$ cat config.mk
export PLATFORM = sky130hd
export DESIGN_NAME = regfile_sb_flat
export DESIGN_NICKNAME = d
export VERILOG_FILES = /design/src/rtl/regfile_sb_if.sv /design/src/rtl/regfile_sb.sv /design/src/flat_wrapper.sv
export SDC_FILE = /design/constraint.sdc
export NUM_CORES = 2
export LEC_CHECK = 0
export ABC_AREA = 0
export CAP_MARGIN = 5
export CORE_MARGIN = 2
export CORE_UTILIZATION = 35
export CTS_CLUSTER_DIAMETER = 200
export DETAILED_ROUTE_END_ITERATION = 7
export PLACE_DENSITY_LB_ADDON = 0.1
export SLEW_MARGIN = 30
export SYNTH_ARGS = -nofsm -noshare
export SYNTH_HDL_FRONTEND = slang
export SYNTH_SLANG_ARGS = --single-unit
$ cat constraint.sdc
create_clock -name clk -period 109.8 [get_ports clk]
set_input_delay 21.96 -clock clk [delete_from_list [all_inputs] [get_ports clk]]
set_output_delay 21.96 -clock clk [all_outputs]
set_load 0.05 [all_outputs]
$ cat src/rtl/regfile_sb_if.sv
// Register file / scoreboard bundle: read ports, issue reservation,
// write-back and the sticky underflow flag.
interface regfile_sb_if #(
  parameter int DATA_W = 32,
  parameter int ADDR_W = 5
);
  logic [ADDR_W-1:0] rs1_addr;
  logic [ADDR_W-1:0] rs2_addr;
  logic [DATA_W-1:0] rs1_data;
  logic [DATA_W-1:0] rs2_data;
  logic              rs1_busy;
  logic              rs2_busy;
  logic              issue_valid;
  logic [ADDR_W-1:0] issue_rd;
  logic              issue_ready;
  logic              wb_en;
  logic [ADDR_W-1:0] wb_addr;
  logic [DATA_W-1:0] wb_data;
  logic              err_underflow;

  modport master (
    output rs1_addr, rs2_addr,
    input  rs1_data, rs2_data,
    input  rs1_busy, rs2_busy,
    output issue_valid, issue_rd,
    input  issue_ready,
    output wb_en, wb_addr, wb_data,
    input  err_underflow
  );

  modport slave (
    input  rs1_addr, rs2_addr,
    output rs1_data, rs2_data,
    output rs1_busy, rs2_busy,
    input  issue_valid, issue_rd,
    output issue_ready,
    input  wb_en, wb_addr, wb_data,
    output err_underflow
  );
endinterface

$ cat src/rtl/regfile_sb.sv
// Register file with per-register pending-write scoreboard.
// REGFILE_BYPASS_EN forwards same-cycle write-back to the read ports.
module regfile_sb #(
  parameter int DATA_W   = 32,
  parameter int ADDR_W   = 5,
  parameter int MAX_PEND = 3
) (
  input logic         clk,
  input logic         rst,
  regfile_sb_if.slave bus
);
  localparam int DEPTH = 1 << ADDR_W;
  localparam int PW    = $clog2(MAX_PEND + 1);
  localparam logic [PW-1:0] PMAX = PW'(MAX_PEND);
  localparam logic [PW-1:0] PONE = PW'(1);

  logic [DATA_W-1:0] mem     [DEPTH];
  logic [PW-1:0]     pend    [DEPTH];
  logic [PW-1:0]     pendNxt [DEPTH];
  logic              err;
  logic              errSet;
  logic              issueAcc;
  logic              wbAcc;
  logic [DEPTH-1:0]  incV;
  logic [DEPTH-1:0]  decV;

  assign bus.issue_ready = (bus.issue_rd == '0) ||
                           (pend[bus.issue_rd] != PMAX);
  assign issueAcc = bus.issue_valid && bus.issue_ready &&
                    (bus.issue_rd != '0);
  assign wbAcc    = bus.wb_en && (bus.wb_addr != '0);

  assign incV = {DEPTH{issueAcc}} & (DEPTH'(1) << bus.issue_rd);
  assign decV = {DEPTH{wbAcc}}    & (DEPTH'(1) << bus.wb_addr);

  function automatic logic [DATA_W-1:0] rdData(
    input logic [ADDR_W-1:0] a
  );
    logic [DATA_W-1:0] d;
    d = (a == '0) ? '0 : mem[a];
`ifdef REGFILE_BYPASS_EN
    if (wbAcc && bus.wb_addr == a) d = bus.wb_data;
`endif
    return d;
  endfunction

  function automatic logic rdBusy(
    input logic [ADDR_W-1:0] a
  );
    logic b;
    b = (a != '0) && (pend[a] != '0);
`ifdef REGFILE_BYPASS_EN
    // last outstanding write lands now and nothing re-reserves it
    if (wbAcc && bus.wb_addr == a && pend[a] == PONE &&
        !(issueAcc && bus.issue_rd == a))
      b = 1'b0;
`endif
    return b;
  endfunction

  assign bus.rs1_data      = rdData(bus.rs1_addr);
  assign bus.rs2_data      = rdData(bus.rs2_addr);
  assign bus.rs1_busy      = rdBusy(bus.rs1_addr);
  assign bus.rs2_busy      = rdBusy(bus.rs2_addr);
  assign bus.err_underflow = err;

  always_comb begin
    errSet = 1'b0;
    for (int i = 0; i < DEPTH; i++) begin
      pendNxt[i] = pend[i];
      unique case (1'b1)
        incV[i] && !decV[i]:
          pendNxt[i] = pend[i] + PONE;
        decV[i] && !incV[i]:
          if (pend[i] == '0) errSet = 1'b1;
          else pendNxt[i] = pend[i] - PONE;
        incV[i] && decV[i]:
          if (pend[i] == '0) pendNxt[i] = PONE;
        default: ;
      endcase
    end
  end

  always_ff @(posedge clk or posedge rst) begin
    if (rst) begin
      for (int i = 0; i < DEPTH; i++) begin
        mem[i]  <= '0;
        pend[i] <= '0;
      end
      err <= 1'b0;
    end else begin
      if (wbAcc) mem[bus.wb_addr] <= bus.wb_data;
      for (int i = 0; i < DEPTH; i++)
        pend[i] <= pendNxt[i];
      if (errSet) err <= 1'b1;
    end
  end
endmodule

$ cat src/flat_wrapper.sv
// flat-port wrapper written by rule: the top's interface ports become plain ports
module regfile_sb_flat 
#(
  parameter int DATA_W   = 32,
  parameter int ADDR_W   = 5,
  parameter int MAX_PEND = 3
)
  (clk, rst, bus_rs1_addr, bus_rs2_addr, bus_rs1_data, bus_rs2_data, bus_rs1_busy, bus_rs2_busy, bus_issue_valid, bus_issue_rd, bus_issue_ready, bus_wb_en, bus_wb_addr, bus_wb_data, bus_err_underflow);
  regfile_sb_if #(.DATA_W(DATA_W), .ADDR_W(ADDR_W)) bus_i ();
  input logic clk;
  input logic rst;
  input wire logic [$bits(bus_i.rs1_addr)-1:0] bus_rs1_addr;
  input wire logic [$bits(bus_i.rs2_addr)-1:0] bus_rs2_addr;
  output wire logic [$bits(bus_i.rs1_data)-1:0] bus_rs1_data;
  output wire logic [$bits(bus_i.rs2_data)-1:0] bus_rs2_data;
  output wire logic [$bits(bus_i.rs1_busy)-1:0] bus_rs1_busy;
  output wire logic [$bits(bus_i.rs2_busy)-1:0] bus_rs2_busy;
  input wire logic [$bits(bus_i.issue_valid)-1:0] bus_issue_valid;
  input wire logic [$bits(bus_i.issue_rd)-1:0] bus_issue_rd;
  output wire logic [$bits(bus_i.issue_ready)-1:0] bus_issue_ready;
  input wire logic [$bits(bus_i.wb_en)-1:0] bus_wb_en;
  input wire logic [$bits(bus_i.wb_addr)-1:0] bus_wb_addr;
  input wire logic [$bits(bus_i.wb_data)-1:0] bus_wb_data;
  output wire logic [$bits(bus_i.err_underflow)-1:0] bus_err_underflow;
  assign bus_i.rs1_addr = bus_rs1_addr;
  assign bus_i.rs2_addr = bus_rs2_addr;
  assign bus_rs1_data = bus_i.rs1_data;
  assign bus_rs2_data = bus_i.rs2_data;
  assign bus_rs1_busy = bus_i.rs1_busy;
  assign bus_rs2_busy = bus_i.rs2_busy;
  assign bus_i.issue_valid = bus_issue_valid;
  assign bus_i.issue_rd = bus_issue_rd;
  assign bus_issue_ready = bus_i.issue_ready;
  assign bus_i.wb_en = bus_wb_en;
  assign bus_i.wb_addr = bus_wb_addr;
  assign bus_i.wb_data = bus_wb_data;
  assign bus_err_underflow = bus_i.err_underflow;
  regfile_sb #(.DATA_W(DATA_W), .ADDR_W(ADDR_W), .MAX_PEND(MAX_PEND)) u_core (.clk(clk), .rst(rst), .bus(bus_i));
endmodule
Yosys cells after proc, flatten, opt, wreduce, memory -nomap -nowiden
Cells that the tools add are included.

word-level totals
  register bits after elaboration = 1,089
  output and inout port bits = 68

cells by class
  shifts and indexed selects = 2
  bitwise operators = 6
  reductions and logical operators = 272
  mux-type cells = 180
  $lt $le $gt $ge = 5
  equality and inequality tests = 65
  $add $sub $neg = 64

operators with widths
  operator                                                                  count
  1024-bit bitwise mux                                                      1
  32-bit binary-select mux with 5-bit select                                2
  32-bit 2-to-1 mux                                                         7
  2-bit one-hot mux with 3 select lines                                     32
  32-bit demux with 5-bit select                                            1
  2-bit 2-to-1 mux                                                          70
  1-bit logical AND                                                         102
  3-bit AND reduction                                                       32
  3-bit nonzero test                                                        32
  2-bit inequality test (second input constant)                             34
  2-bit by 1-bit adder with 2-bit output (second input constant)            32
  32-bit bitwise AND                                                        2
  1-bit logical NOT                                                         64
  2-bit logical NOT                                                         32
  1-bit 2-to-1 mux                                                          64
  1-bit by 5-bit << shifter with 32-bit output (first input constant)       2
  2-bit by 1-bit subtractor with 2-bit output (second input constant)       32
  2-bit by 1-bit inequality test with 1-bit output (second input constant)  31
  2-bit binary-select mux with 5-bit select                                 3
  6-bit greater-or-equal comparator (second input constant)                 4
  5-bit inverter with 6-bit output                                          4
  5-bit nonzero test                                                        4
  5-bit logical NOT                                                         3
  6-bit by 1-bit < comparator with 1-bit output (second input constant)     1
  2 further kinds                                                           3

Longest topological paths before layout
  word-level depth = 74
  depth in mapped cells = 11

Worst setup path before layout
Ideal clock, no wire load.

  path kind = input port to output port
  start = input port bus_rs1_addr[0]
  end = output port bus_rs1_busy
  data arrival time = 25.104 ns
  path slack = 62.736 ns
  buffers on the path = 3
  stages = 6
  required time = 87.840 ns
  cells stage by stage = clkbuf_1 > buf_1 > buf_1 > mux4_2 > nor2b_1 > a211oi_1

between the ends
  word-level cells in the longest chain between the ends = 6
  elaborated cells between the ends (all ways) = 7
  those cells by class = 3 x mux; 1 x bitwise; 3 x reduce/logical

RTL lines
  element                                                 RTL line            RTL
  from (decl)                                             flat_wrapper.sv:12  input wire logic [$bits(bus_i.rs1_addr)-1:0] bus_rs1_addr;
  5-bit inverter with 6-bit output (implied by the code)  regfile_sb.sv:51    b = (a != '0) && (pend[a] != '0);
  2-bit binary-select mux with 5-bit select               regfile_sb.sv:51
  2-bit 2-to-1 mux (implied by the code) (2 in a row)     regfile_sb.sv:51
  2-bit nonzero test                                      regfile_sb.sv:51
  1-bit logical AND (*)                                   regfile_sb.sv:51
  to (decl)                                               flat_wrapper.sv:16  output wire logic [$bits(bus_i.rs1_busy)-1:0] bus_rs1_busy;

Mark *: on every way between the ends. The rest lies on a longest branch, timed or not. The select of a mux whose other input is x is not followed.

Worst setup path in the final report
  start = input port bus_rs1_addr[0]
  end = output port bus_rs1_data[31]

between the ends
  word-level cells in the longest chain between the ends = 5
  elaborated cells between the ends (all ways) = 6
  those cells by class = 4 x mux; 1 x bitwise; 1 x reduce/logical

RTL lines
  element                                                 RTL line            RTL
  5-bit inverter with 6-bit output (implied by the code)  regfile_sb.sv:40    d = (a == '0) ? '0 : mem[a];
  32-bit binary-select mux with 5-bit select              regfile_sb.sv:40
  32-bit 2-to-1 mux (implied by the code) (2 in a row)    regfile_sb.sv:40
  32-bit 2-to-1 mux (*)                                   regfile_sb.sv:40
  to (decl)                                               flat_wrapper.sv:14  output wire logic [$bits(bus_i.rs1_data)-1:0] bus_rs1_data;

Marked as above.

==> results.yml <==
logic_synthesis:
  synth-edff-count: 0
  yosysSeqAreaShare_pct: 46.34
  synth_area_sq_um: 58810
  synthFlopType: "dfrtp_1"
  yosysWarnings: 0
  syn_avg_cell_area_sq_um: 12.95
  synthTopCellsByArea: "dfrtp_1 (46%), mux4_2 (26%), mux2_2 (12%)"
  synth_nets: 4598
  netlist_instances: 4542
  synth.most_common_cell: "nand2_1"
  yosysUniqueCellTypes: 57
  yosysTopAreaCellShare_pct: 46.34
  async_reset_ff_share_pct: 100.0
  synth_area_leader_cell: "dfrtp_1"
  synthTopCellsByCount: "nand2_1 (1136), dfrtp_1 (1089), mux4_2 (667)"
  ys_seq_elements: 1089
sta:
  max_freq_mhz: 20.69
  worst_pin_slew_ps: 1064
  final_hold_viol_count: 0
  finClkSkew_ps: 22.85
  period_needed_ps: 48340
  setup_viol: 0
  drv_slew: 0
  rsz0062_at_grt: "false"
  slew_headroom_pct: 29.04
  tns_ps: 0
  min_period_over_period_pct: 44.02
worst_setup_path:
  r2r_start: "u_core.pend[39]"
  required_ps: 87840
  start_kind: "input port"
  path_max_fanout: 85
  critPathBufInv: 4
  worstSetupEndpointType: "output pin"
  cpLargestDelayFamily: "buffers and inverters"
  crit_type: "in -> out"
  startpoint: "bus_rs1_addr[0]"
  slowest_stage: "clkdlybuf4s50_1"
  crit_chain: "buf_8 > buf_6 > buf_12 > mux4_2 > mux4_2 > mux2i_1 > nor2_1 > clkdlybuf4s50_1"
  cp_slowest_stage_delay_ps: 730
  critPathMostFrequentCell: "mux4_2"
  cp.arrival_ps: 26380
cts:
  clkTransAtPathRegs_ps: 60
  cts-resized-gates: 0
  postCtsSetupRepairBufs: 0
  cts_made_buffers: 134
  holdBufCountCts: 0
  cts_buffer_depth: 3
  cts_tree: "yes"
  cts_sinks: 1089
  cts_root_buf: "clkbuf_16"
  cts.htree.levels: 4
  clk-insertion-delay-late_ps: 760
hold_path:
  hold_start: "u_core.mem[1019]"
  hold_path.class: "reg -> reg"
power:
  total_power_mw: 1.272
  share_comb_of_total_power_pct: 22.2
  power.switching_mw: 0.3730
  p_clk_share_pct: 35.6
  p_int_mw: 0.8993
  ir_drop_v: 0.000009517
  power.leakage_nw: 29.36
  seqPwrFrac_pct: 42.2
  powerDensity_nw_per_um2: 19.03
  switching_share_pct: 29.32
flow_run:
  maxCapViolCount: 0
global_route:
  first_global_vias: 39905
  grt_start_max_net_pins: 145
  antenna_found_initial: 8
  grt_overflow_total: 0
  grt_pass1_wl_mm: 302.3
  grtUsageTotal_pct: 24.60
cells_and_area:
  fin_nets: 4519
  area_growth_syn_to_layout_pct: 13.69
  design_area_sq_um: 66860
  drive_above_1_share_pct: 37.45
floorplan:
  initial_core_util_pct: 35.21
  die_width_microns: 413.9
  die_h_microns: 413.9
  rows: 150
  die_area_sq_um: 171300
  core_sq_um: 167000
  io_pins: 124
drt:
  detail-route-antenna-nets: 0
  routed.top_layer: "met5"
  firstDrtPassIters: 6
  vias_per_cell: 5.807
  dr_wl_met2_mm: 95.79
  wl_per_cell_microns: 30.68
  routed_wl_mm: 207.7
  num_vias: 39308
  wl_met3_mm: 10.91
  drt-met1-wl_mm: 95.41
  drt_iter0_drc: 3732
  drc: 0
placed_design:
  io_buffers: 123
  gp_congestion: 0.8027
  place_hpwl_mm: 109.9
  placed_area_sq_um: 62350
run_status:
  status: "complete, no violations"
==> layer usage <==
| metal | track usage [%] | vias up |
|---|---|---|
| met4 | 6.778 | 8 |
| met2 | 37.80 | 1172 |
| li1 | - | 16402 |
| met3 | 3.786 | 275 |
| met5 | 0 | - |
| met1 | 36.19 | 21451 |
==> final timing paths <==
kind,cells past startpoint,to,slack (ps)
min in group asynchronous,2,u_core.mem[870],21680
worst max-delay path,8,bus_rs1_data[31],61460
max in group asynchronous,6,u_core.mem[1018],84840
worst min register to register,0,u_core.mem[1019],400
worst max register to register,8,u_core.bus.err_underflow,106540
worst min-delay path,0,u_core.mem[1019],400
==> final cells by class <==
cell class	count	area (sq um)
well taps	2204	2758
clock buffers	200	4039
multi-input cells	2986	30110
repair buffers	231	2216
fillers	15663	100200
inverters	21	86.33
clock inverters	37	395.4
flip-flops and latches	1089	27250
diodes	1	2.502
==> flip-flops by register name (all words and copies together) (netlist names) <==
| signal | count |
|---|---|
| u_core.mem | 1024 |
| u_core.pend | 64 |
| u_core.bus.err_underflow | 1 |
==> power groups by stage <==
stage | Combinational (mW) | Sequential (mW) | Clock (mW)
after floorplan | 0.219 | 0.524 | 0
after CTS | 0.285 | 0.535 | 0.463
after detailed placement | 0.284 | 0.542 | 0
final | 0.282 | 0.537 | 0.453
after global routing | 0.304 | 0.548 | 0.478
after global placement | 0.280 | 0.540 | 0
==> layout by cell type (no fill, tap or decap), drive strengths merged, types with 24 or more instances in the layout <==
cell type / n
o21ai: 71
clkdlybuf4s50: 100
nor2: 162
clkinv: 24
dfrtp: 1089
clkbuf: 201
mux2: 641
nand2: 1136
nand3: 28
mux2i: 69
buf: 130
mux4: 667
inv: 28
a21oi: 59
==> cells by family after synthesis <==
group,share of synthesized area [%]
buf+inv,3.021
xor+xnor,0.3723
flops,46.34
compound gates,1.700
simple gates,9.578
mux,38.99
==> metrics by stage <==
| step | cells | worst slack (ps) | util, % | hold slack [ps] |
|---|---|---|---|---|
| 2_1_floorplan | 4542 | 57180 | - | 441.3 |
| 3_3_place_gp | 6524 | 61050 | 37.25 | 376.4 |
| 3_5_place_dp | 6529 | 61070 | 37.33 | 383.3 |
| 4_1_cts | 6766 | 61080 | 39.98 | 395.4 |
| 5_1_grt | 6768 | 61150 | 40.03 | 406.2 |
| 6_report | 6769 | 61460 | 40.03 | 396.6 |
Power figures use the tool's default switching activity.
